===== src/rtl/minmax_tracker_pkg.sv =====
// Shared types for the frame min/max tracker: FSM encoding, default width and
// the comparator result bundle.
package minmax_tracker_pkg;

    localparam int DEF_WIDTH = 4;

    typedef enum logic {
        ST_ACCUM = 1'b0,
        ST_HOLD  = 1'b1
    } state_e;

    // Comparator result ordering {eq, gt, lt}; exactly one bit is set.
    typedef struct packed {
        logic eq;
        logic gt;
        logic lt;
    } cmp_t;

endpackage


===== src/rtl/minmax_tracker_mag_compare.sv =====
// Unsigned magnitude comparator: compares a_i against b_i, one-hot eq/gt/lt.
module mag_compare
    import minmax_tracker_pkg::*;
#(
    parameter int WIDTH = DEF_WIDTH
) (
    input  logic [WIDTH-1:0] a_i,
    input  logic [WIDTH-1:0] b_i,
    output logic             eq_o,
    output logic             gt_o,
    output logic             lt_o
);

    assign eq_o = (a_i == b_i);
    assign gt_o = (a_i >  b_i);
    assign lt_o = (a_i <  b_i);

endmodule


===== src/rtl/minmax_tracker.sv =====
// Per-frame running max/min/first-max-index over N samples, presented as one
// result per frame through a valid/ready handshake.
module minmax_tracker
    import minmax_tracker_pkg::*;
#(
    parameter  int WIDTH = DEF_WIDTH,
    parameter  int N     = 4,
    localparam int IDX_W = (N > 1) ? $clog2(N) : 1
) (
    input  logic             clk,
    input  logic             rst,
    input  logic             in_valid,
    input  logic [WIDTH-1:0] in_data,
    output logic             in_ready,
    output logic             out_valid,
    input  logic             out_ready,
    output logic [WIDTH-1:0] out_max,
    output logic [WIDTH-1:0] out_min,
    output logic [IDX_W-1:0] out_max_idx
);

    localparam logic [IDX_W-1:0] LAST = IDX_W'(N - 1);

    state_e           state_q, state_d;
    logic [IDX_W-1:0] cnt_q, cnt_d;
    logic [WIDTH-1:0] max_q, max_d;
    logic [WIDTH-1:0] min_q, min_d;
    logic [IDX_W-1:0] idx_q, idx_d;
    cmp_t             cmp_max, cmp_min;
    logic             accept;

    mag_compare #(.WIDTH(WIDTH)) u_cmp_max (
        .a_i (in_data),
        .b_i (max_q),
        .eq_o(cmp_max.eq),
        .gt_o(cmp_max.gt),
        .lt_o(cmp_max.lt)
    );

    mag_compare #(.WIDTH(WIDTH)) u_cmp_min (
        .a_i (in_data),
        .b_i (min_q),
        .eq_o(cmp_min.eq),
        .gt_o(cmp_min.gt),
        .lt_o(cmp_min.lt)
    );

    // Handshake outputs decode from state only, so no valid->ready paths.
    assign in_ready  = (state_q == ST_ACCUM);
    assign out_valid = (state_q == ST_HOLD);
    assign accept    = in_valid && in_ready;

    always_comb begin
        state_d = state_q;
        cnt_d   = cnt_q;
        max_d   = max_q;
        min_d   = min_q;
        idx_d   = idx_q;
        unique case (state_q)
            ST_ACCUM: begin
                if (accept) begin
                    if (cnt_q == '0) begin
                        max_d = in_data;
                        min_d = in_data;
                        idx_d = '0;
                    end else begin
                        // Ties keep the stored value, so the earliest index wins.
                        unique case (1'b1)
                            cmp_max.gt: begin
                                max_d = in_data;
                                idx_d = cnt_q;
                            end
                            cmp_max.eq, cmp_max.lt: ;
                        endcase
                        unique case (1'b1)
                            cmp_min.lt: min_d = in_data;
                            cmp_min.eq, cmp_min.gt: ;
                        endcase
                    end
                    if (cnt_q == LAST) begin
                        cnt_d   = '0;
                        state_d = ST_HOLD;
                    end else begin
                        cnt_d = cnt_q + IDX_W'(1);
                    end
                end
            end
            ST_HOLD: begin
                if (out_ready) state_d = ST_ACCUM;
            end
            default: state_d = ST_ACCUM;
        endcase
    end

    always_ff @(posedge clk) begin
        if (rst) begin
            state_q <= ST_ACCUM;
            cnt_q   <= '0;
            max_q   <= '0;
            min_q   <= '0;
            idx_q   <= '0;
        end else begin
            state_q <= state_d;
            cnt_q   <= cnt_d;
            max_q   <= max_d;
            min_q   <= min_d;
            idx_q   <= idx_d;
        end
    end

    assign out_max     = max_q;
    assign out_min     = min_q;
    assign out_max_idx = idx_q;

endmodule


===== config.mk =====
export PLATFORM = sky130hd
export DESIGN_NAME = minmax_tracker
export DESIGN_NICKNAME = d
export VERILOG_FILES = /design/src/rtl/minmax_tracker_pkg.sv /design/src/rtl/minmax_tracker_mag_compare.sv /design/src/rtl/minmax_tracker.sv
export SDC_FILE = /design/constraint.sdc
export NUM_CORES = 1
export LEC_CHECK = 0
export ABC_AREA = 1
export ABC_CLOCK_PERIOD_IN_PS = 2700
export CAP_MARGIN = 20
export CORE_MARGIN = 2
export CORE_UTILIZATION = 30
export CTS_BUF_LIST = sky130_fd_sc_hd__clkbuf_4 sky130_fd_sc_hd__clkbuf_8
export DETAILED_ROUTE_END_ITERATION = 16
export PLACE_DENSITY = 0.58
export SLEW_MARGIN = 20
export SYNTH_ARGS = -nofsm -noshare
export SYNTH_HDL_FRONTEND = slang
export SYNTH_SLANG_ARGS = --single-unit

===== constraint.sdc =====
create_clock -name clk -period 2.7 [get_ports clk]
set_clock_uncertainty 0.05 [all_clocks]
set_input_delay 0.54 -clock clk [delete_from_list [all_inputs] [get_ports clk]]
set_output_delay 0.54 -clock clk [all_outputs]
set_load 0.02 [all_outputs]

# == After elaboration in Yosys (flattened, before gate mapping) ==
# Index checks and enable logic that the tools add are counted.
# op_classes
n_addsub,1
order_cmp,2
eq_ne,1
n_mux,11
n_bitwise,1
n_reduce_logical,7
# ops
op,n
4-bit two-way mux,4
2-bit two-way mux,3
3-bit AND reduction,2
4-bit > comparator,1
4-bit less-than comparator,1
2-bit nonzero test,2
1-bit two-way mux,3
"2-bit by 1-bit adder with 2-bit output, second input constant",1
"2-bit equality test, second input constant",1
2-bit logical NOT,1
1-bit one-hot mux with 2 select lines,1
2-bit AND reduction,1
1-bit logical AND,1
1-bit NOT,1
# word_totals
regBits,13
inputBits,8
elab_cells,28

# == Logic depth before layout (Yosys ltp) ==
# depth
word_depth,4
mapped_depth,13

# == Modules after synthesis ==
# From an unflattened synthesis, not the netlist that was laid out.
# hier_totals
cells_unflattened,129
hier_area_um2,844.6
# modules_own_cells
module,instances,cells_per_inst,area_each_um2,seq_area_each_um2
minmax_tracker,1,89,614.3,260.2
mag_compare,2,20,115.1,0.0

# == Least setup slack after synthesis ==
# No wires, ideal clock.
# synth_path
path_type,in2reg
from,input in_data[3]
to,register max_q[0] (netlist: out_max[0])
arrival_ns,1.438
t_required_ns,2.535
slack_ns,1.097
stages,10
path_buffers,1
cell_sequence,ha_1 nand2_1 inv_2 nand2_1 nand2_1 nand2_1 nand2_2 buf_6 a21oi_1 nor2_1
# synth_between
elab_chain_cells,3
# synth_rtl
element,line_no,text
start: declaration,minmax_tracker.sv:13,"input logic [WIDTH-1:0] in_data,"
4-bit > comparator,minmax_tracker_mag_compare.sv:15,assign gt_o = (a_i > b_i);
2-bit nonzero test (no source line),n/a,
3-bit AND reduction (no source line),n/a,
end signal: assignment,minmax_tracker.sv:105,max_q <= max_d;
end: declaration,minmax_tracker.sv:26,"logic [WIDTH-1:0] max_q, max_d;"
# Every way passes these cells.
# A chain may end at the register's enable or synchronous reset.

# == Worst setup path in the final report ==
# layout_path
from,input in_data[3]
to,register idx_q[0] (netlist: out_max_idx[0])
# layout_between
elab_chain_cells,3
# layout_rtl
element,line_no,text
4-bit > comparator,minmax_tracker_mag_compare.sv:15,
2-bit nonzero test (no source line),n/a,
3-bit AND reduction (no source line),n/a,
end signal: assignment,minmax_tracker.sv:107,idx_q <= idx_d;
end: declaration,minmax_tracker.sv:28,"logic [IDX_W-1:0] idx_q, idx_d;"
# Every way passes these cells.

==> out/qor.txt <==
WL/cell = 9.79 um
Number of global-route vias before repair = 659
ANT cells = 0
Clock Tree Buf Depth = 2
Pwr/cell area = 526 mW/mm^2
Die Footprint = 0.00311 sq mm
WS Path Type = in -> reg
FF-to-FF path depth = 8
Final hold violations = 0
Worst reg2reg setup slack = 1.16 ns
Tcrit/Tclk final = 70.2%
Status = finished, final reports clean
Row count = 18
WP data arrival = 2.01 ns
Net count after synthesis = 132
DR pass1 iterations = 2
CP Launch Type = primary input
CTS tree = yes
Number of distinct library cells after synthesis = 16
Crit. End Element = flip-flop
NumNets Final = 152
Overall die height = 55.8 um
Initial Util = 32.2%
Synth warn = 0
RSZ-0062 raised after global routing = no
Gr ovfl total = 0
Worst Hold Slack = 0.444 ns
RR Startpoint = out_max[3]
Antenna violation net count after detailed routing = 0
Met2 WL = 725 um
Endpoints failing setup = 0
LEAKAGE = 0.494 nW
Starting DRC count in detailed routing = 11
RR Endpoint = out_max_idx[0]
Hold Path Depth = 2
Mean Syn Cell Area = 7.00 sq um
Fin cells = 164
Synth Instances = 115
Pins Over Slew Limit = 0
Fmax = 0.528 GHz
Worst path cell trace = clkdlybuf4s50_1 > ha_1 > a21oi_1 > nand2_1 > nand2_1 > nand2_2 > a21oi_1 > nor2_1
Slowest CP cell = clkdlybuf4s50_1
Dpl hpwl = 1240 um
CTS Sinks = 13
Via Count = 738
Final WL = 1610 um
Crit path time final = 1.89 ns
PostCTS Resize Cnt = 0
Pin count of the biggest net entering global routing = 21
Mapped Area = 805 sq um
Final setup TNS = 0 ns
H-tree depth = 1
Met3 WL = 85 um
Hold-fix buffers, CTS = 0
Yosys reg bits = 13
Post-placement cell count = 160
Post-CTS Setup Bufs = 0
Clk slew on worst S/H paths = 0.08 ns
Worst EP required = 2.82 ns
DRT met1 WL = 783 um
Initial antenna violation count = 0
Share of cells above drive strength 1 = 8.96%
P&R area growth vs syn = 27.8%
Vias per cell = 4.50
Crit path largest cell delay = 0.45 ns
Register area share after synthesis = 32.3%
First-pass GRT wire length = 2680 um
GPL Wtd Cong = 0.720
Max_slew headroom = 58.7%
Core area = 0.00250 sq mm
Hold/Removal Path Class = reg -> reg
# IOs = 20
Uppermost layer routed = met4
Drt drc = 0
CTS buffer count = 3
CTS root buf = clkbuf_4
Later-pin clock latency in the skew report = 0.28 ns
Hold path endpoint = out_max_idx[1]
Commonest non-fill, non-tap cell in the layout = nand2_1
Maxcap violations = 0
Die span in x = 55.8 um
Worst-path fanout max = 12
Number of port buffers = 19
Worst Tran Pin Value = 0.619 ns
GR Util All Layers = 10.6%
Most frequent cells in the layout = 25 x nand2_1, 21 x inv_1, 19 x clkdlybuf4s50_1, 14 x a21oi_1, 13 x dfxtp_1
Hold_sp = out_max_idx[1]
Max rail drop VDD = 209 uV
==> cell families after synthesis <==
logic type	count (synthesis)	synth area share [%]
flops	13	32.3
simple gates	49	27.7
buf+inv	27	14.9
compound gates	17	11.0
fa+ha+maj	9	14.0
==> per-stage QoR <==
stage          util, %  instance area (sq um)  total power, W  setup slack [ns]
2_1_floorplan        -                    805        0.000356              1.10
3_3_place_gp      39.9                    998        0.000411             0.518
6_report          41.1                   1030        0.000541             0.805
5_1_grt           41.1                   1030        0.000583             0.656
4_1_cts           41.1                   1030        0.000550             0.801
3_5_place_dp      39.9                    998        0.000416             0.511
==> critical path: cells and delay by family <==
family          cells  cell delay (ns)
compound gates      2             0.34
fa+ha+maj           1             0.33
buf+inv             1             0.45
simple gates        4             0.35
==> report_power, final <==
group / switching [W] / total (W) / leakage (nW) / internal (W)
Clock: 0.0000655 / 0.000133 / 0.0184 / 0.0000673
Sequential: 0.0000146 / 0.000226 / 0.108 / 0.000212
Combinational: 0.000102 / 0.000182 / 0.368 / 0.0000799
Total: 0.000182 / 0.000541 / 0.494 / 0.000359
==> worst max-delay path by stage <==
stage                           from        endpoint  depth (start not counted)
after global routing      in_data[1]      out_max[1]                         10
after detailed placement  in_data[3]      out_max[1]                          8
after floorplan           in_data[3]      out_max[0]                         10
after global placement    in_data[3]      out_max[1]                          8
after CTS                 in_data[3]      out_max[1]                          8
final                     in_data[3]  out_max_idx[0]                          8
==> registers in the layout, indices dropped and copies added (netlist names) <==
signal       cells
out_valid        1
cnt_q            2
out_max          4
out_min          4
out_max_idx      2
==> layer usage <==
layer | GRT usage (%) | vias to the layer above
li1 | - | 398
met1 | 13.8 | 322
met2 | 16.8 | 16
met3 | 1.86 | 2
met4 | 5.23 | 0
met5 | 0 | -
==> cells in the mapped netlist <==
library cell,instances,area share [%]
nand3_2,4,5.0
nand3_1,7,4.4
o22ai_1,1,0.78
inv_2,2,0.93
ha_1,9,14
buf_4,1,0.93
o21ai_0,1,0.62
nand2_2,2,1.6
dfxtp_1,13,32
nor2_1,11,5.1
buf_6,1,1.4
a21oi_1,14,8.7
inv_1,21,9.8
a211oi_1,1,0.93
nand2_1,25,12
clkbuf_4,2,1.9
==> area by class of cell <==
cell class	count	area, sq um
Fill cell	281	1470
Inverter	23	86.3
Tap cell	30	37.5
Timing Repair Buffer	19	190
Clock buffer	4	30.0
Sequential cell	13	260
Multi-Input combinational cell	75	424
No activity file was read; power rests on OpenSTA's default activity.
